[src/rtl/sequential_divider.sv]
// sequential_divider: restoring unsigned divider, one quotient bit per clock over WIDTH cycles.
// Define SEQ_DIVIDER_DIV_ZERO_EN for a one-cycle divide-by-zero path with the divByZero flag.
module sequential_divider #(
    parameter int WIDTH = 4
) (
    input  logic             clk,
    input  logic             rst,
    input  logic             start,
    input  logic [WIDTH-1:0] dividend,
    input  logic [WIDTH-1:0] divisor,
    output logic [WIDTH-1:0] quotient,
    output logic [WIDTH-1:0] remainder,
    output logic             quotientDone,
    output logic             divByZero
);
    localparam logic [1:0] IDLE = 2'd0;
    localparam logic [1:0] ITER = 2'd1;
    localparam logic [1:0] DONE = 2'd2;
    localparam int CW = $clog2(WIDTH);

    logic [1:0]       state;
    logic [CW-1:0]    count;
    logic [WIDTH-1:0] q, d, r;
    logic [WIDTH:0]   rs, t;

    // partial remainder stays below the divisor, so its extra top bit is always zero and is not stored
    assign rs = {r, q[WIDTH-1]};
    assign t  = rs - {1'b0, d};

    always_ff @(posedge clk or posedge rst) begin
        if (rst) begin
            state <= IDLE;
            count <= '0;
            q     <= '0;
            r     <= '0;
            d     <= '0;
        end else begin
            case (state)
                IDLE: if (start) begin
                    q     <= dividend;
                    d     <= divisor;
                    r     <= '0;
                    count <= '0;
                    state <= ITER;
`ifdef SEQ_DIVIDER_DIV_ZERO_EN
                    if (divisor == '0) begin
                        q     <= '1;
                        r     <= dividend;
                        state <= DONE;
                    end
`endif
                end
                ITER: begin
                    r     <= t[WIDTH] ? rs[WIDTH-1:0] : t[WIDTH-1:0];
                    q     <= {q[WIDTH-2:0], ~t[WIDTH]};
                    count <= count + 1'b1;
                    state <= (count == CW'(WIDTH - 1)) ? DONE : ITER;
                end
                default: state <= IDLE;
            endcase
        end
    end

`ifdef SEQ_DIVIDER_DIV_ZERO_EN
    logic dbz;
    always_ff @(posedge clk or posedge rst) begin
        if (rst) dbz <= 1'b0;
        else if (state == IDLE && start) dbz <= (divisor == '0);
    end
    assign divByZero = dbz;
`else
    assign divByZero = 1'b0;
`endif

    assign quotient     = q;
    assign remainder    = r;
    assign quotientDone = (state == DONE);
endmodule
[config.mk]
export PLATFORM = sky130hd
export DESIGN_NAME = sequential_divider
export DESIGN_NICKNAME = d
export VERILOG_FILES = /design/src/rtl/sequential_divider.sv
export SDC_FILE = /design/constraint.sdc
export NUM_CORES = 1
export LEC_CHECK = 0
export ABC_AREA = 0
export CORE_MARGIN = 2
export CORE_UTILIZATION = 43
export DETAILED_ROUTE_END_ITERATION = 6
export PLACE_DENSITY = 0.74
export SLEW_MARGIN = 40
export SYNTH_ARGS = -nofsm -noshare
export SYNTH_HDL_FRONTEND = slang
export SYNTH_SLANG_ARGS = --single-unit
[constraint.sdc]
create_clock -name clk -period 1.9 [get_ports clk]
set_input_delay 0.19 -clock clk [delete_from_list [all_inputs] [get_ports clk]]
set_output_delay 0.19 -clock clk [all_outputs]
set_load 0.01 [all_outputs]
==> impl_metrics.env <==
export IMPL_die_x_um=48.9
export IMPL_top_layer="met4"
export IMPL_detail_route_wl_per_cell_um=12.5
export IMPL_fin_tns_setup_ns=-0.170
export IMPL_status="finished, violations left"
export IMPL_grt_start_max_net_pins=17
export IMPL_rsz0062_at_grt="true"
export IMPL_cp_start_kind="flip-flop"
export IMPL_violations="negative setup slack"
export IMPL_drv_slew=0
export IMPL_min_period_ns=1.96
export IMPL_final_hold_viol_count=0
export IMPL_peakVddDrop_uv=1060
export IMPL_fin_crit_sh=1.03
export IMPL_overflow=0
export IMPL_yosysSeqAreaShare=0.462
export IMPL_root_buffer="clkbuf_4"
export IMPL_critPathMaxStageDelay_ns=0.42
export IMPL_diodes=0
export IMPL_drtAntennaViolNets=0
export IMPL_clk_latency_ns=0.28
export IMPL_routed_wl_met2_um=907
export IMPL_worst_path_max_delay_cell="dfrtp_1"
export IMPL_relSlewSlack=0.575
export IMPL_fillers=164
export IMPL_drcViolationCount=0
export IMPL_area_delta_synth_final_pct=40.7
export IMPL_crit_chain="ha_4 -> fa_2 -> nand2b_4 -> a21oi_4 -> xor2_4 -> mux2i_2 -> a22o_1"
export IMPL_clkTransAtPathRegs_ns=0.10
export IMPL_required_ns=2.12
export IMPL_start_util=0.451
export IMPL_drtIter0Drc=15
export IMPL_nNetsFinal=130
export IMPL_crit_family="adder cells"
export IMPL_synth_seq_cells=16
export IMPL_netlist_top_cells_area="dfrtp_1, ha_1, mux2i_1, o21ai_0, nor2b_1"
export IMPL_die_h_um=48.9
export IMPL_htree_levels=1
export IMPL_portBuffers=19
export IMPL_rows=16
export IMPL_p_per_area_nw_per_um2=2070
export IMPL_syn_mean_instance_area_um2=10.4
export IMPL_multi_input_area_um2=473
export IMPL_crit_fanout=5
export IMPL_regArea_um2=400
export IMPL_yosysWarningCount=0
export IMPL_hold_slack_ns=0.277
export IMPL_die_area_um2=2390
export IMPL_path_buf_inv=0
export IMPL_worst_slack_ns=-0.0566
export IMPL_p_leak_nw=0.543
export IMPL_syn_inst=83
export IMPL_drive_above_1_share=0.196
export IMPL_holdBufCountCts=0
export IMPL_setup_worst_path_class="reg -> reg"
export IMPL_grt_pass1_wl_um=3000
export IMPL_arrival_ns=2.18
export IMPL_cp_startpoint="d[0]"
export IMPL_first_global_vias=688
export IMPL_syn_cell_area_um2=867
export IMPL_antenna_found_initial=0
export IMPL_r2r_start="d[0]"
export IMPL_firstDrtPassIters=4
export IMPL_vias=705
export IMPL_core_area_um2=1920
export IMPL_cts_tree="done"
export IMPL_postRouteWirelength_um=1740
export IMPL_wl_met1_um=738
export IMPL_fin_area_um2=1220
export IMPL_yosysTopAreaCellShare=0.462
export IMPL_fmax_mhz=511
export IMPL_worst_pin_slew_ns=0.636
export IMPL_met3_length_um=83
export IMPL_viasPerCell=5.07
export IMPL_max_cap_viol_count=0
export IMPL_netlist_top_cell_by_area="dfrtp_1"
export IMPL_dp_hpwl_um=1380
export IMPL_finalSetupViolCount=5
export IMPL_postPlaceCellArea_um2=1150
export IMPL_holdCritPathClass="in -> async"
export IMPL_clockBufferDepth=2
export IMPL_cts_sinks=16
export IMPL_grt_usage=0.164
export IMPL_gp_congestion=0.807
export IMPL_end_kind="flip-flop"
export IMPL_cts_buffers=3
export IMPL_skew_ns=0.00299
export IMPL_syn_nets=100
export IMPL_ys_types=24
export IMPL_final_core_util=0.635
export IMPL_io_pins=21
worst register-to-register path: stages, from the launching register on:
cell	delay [ns]
dfrtp_1	0.42
ha_4	0.17
fa_2	0.34
nand2b_4	0.16
a21oi_4	0.17
xor2_4	0.26
mux2i_2	0.25
a22o_1	0.14
kinds of logic (layout without fill, tap and decap cells):
kind of cell	Yosys count	in the layout	synth area share
adder cells (fa/ha/maj)	6	6	0.0952
AND/OR/NAND/NOR	20	20	0.113
flip-flops	16	16	0.462
AO/OA/AOI/OAI	22	22	0.153
buffers and inverters	8	37	0.0390
other	1	1	0.00432
XOR/XNOR	3	3	0.0520
multiplexers	7	7	0.0823
power by group:
part	switching, W	internal [W]	total [W]
combinational	0.000737	0.000903	0.00164
clock	0.000107	0.000117	0.000224
sequential	0.000151	0.000512	0.000663
synth_stat cells:
| master | count |
|---|---|
| dfrtp_1 | 16 |
| nand2_1 | 9 |
| o21ai_0 | 9 |
| inv_1 | 6 |
| mux2i_1 | 6 |
| nor2b_1 | 6 |
| ha_1 | 5 |
| a21oi_1 | 4 |
| a22o_1 | 3 |
| a22oi_1 | 2 |
| nand2b_1 | 2 |
| nor2_1 | 2 |
| o21ai_1 | 2 |
| a21oi_2 | 1 |
| and2_1 | 1 |
| buf_4 | 1 |
| clkbuf_1 | 1 |
| conb_1 | 1 |
| fa_1 | 1 |
| mux2_2 | 1 |
| o21bai_1 | 1 |
| xnor2_1 | 1 |
| xor2_1 | 1 |
| xor2_4 | 1 |
placed cells by master, fill, tap and decap left out, types with 2 or more instances in the layout:
cell             count
a21oi_1              4
a22o_1               3
a22oi_1              2
buf_4                7
clkbuf_4             3
clkdlybuf4s50_1     19
dfrtp_1             16
ha_1                 4
inv_1                5
mux2i_1              5
nand2_1              8
nor2_1               2
nor2b_1              6
o21ai_0              8
o21ai_1              2
state kept, by name, summed over array words and instances, names as in the netlist:
signal / count
count: 2
d: 4
quotient: 4
remainder: 4
state: 2
routing by layer:
| layer | global-route usage | vias up |
|---|---|---|
| li1 | - | 339 |
| met1 | 0.200 | 344 |
| met2 | 0.281 | 20 |
| met3 | 0.0337 | 2 |
| met4 | 0.0714 | 0 |
| met5 | 0 | - |
cell type report:
type	instances	share of cell area
repair buffers	27	0.208
inverters	6	0.0185
flip-flops and latches	16	0.328
well taps	27	0.0277
multi-input cells	59	0.388
clock buffers	4	0.0297
worst paths after layout:
kind	to	slack (ns)	cells after the start
min	quotient[1]	0.28	2
max in group asynchronous	remainder[1]	1.22	2
max reg2reg	remainder[1]	-0.06	7
min in group clk	d[3]	0.45	3
max	remainder[1]	-0.06	7
min reg2reg	count[0]	0.51	1
per-stage QoR:
| step | std cells | total power (W) | setup slack, ns |
|---|---|---|---|
| after floorplan | 83 | 0.00163 | -0.0511 |
| after global placement | 134 | 0.00210 | -0.0364 |
| after detailed placement | 134 | 0.00216 | -0.0984 |
| after CTS | 138 | 0.00242 | -0.0659 |
| after global routing | 139 | 0.00277 | -0.178 |
| final | 139 | 0.00253 | -0.0566 |
repair_timing:
action                     4_1_cts  5_1_grt
pin swaps                        3        0
buffers inserted                 0        1
setup endpoints to repair        5        5
gates resized for setup          2        5
Power figures use the tool's default switching activity.
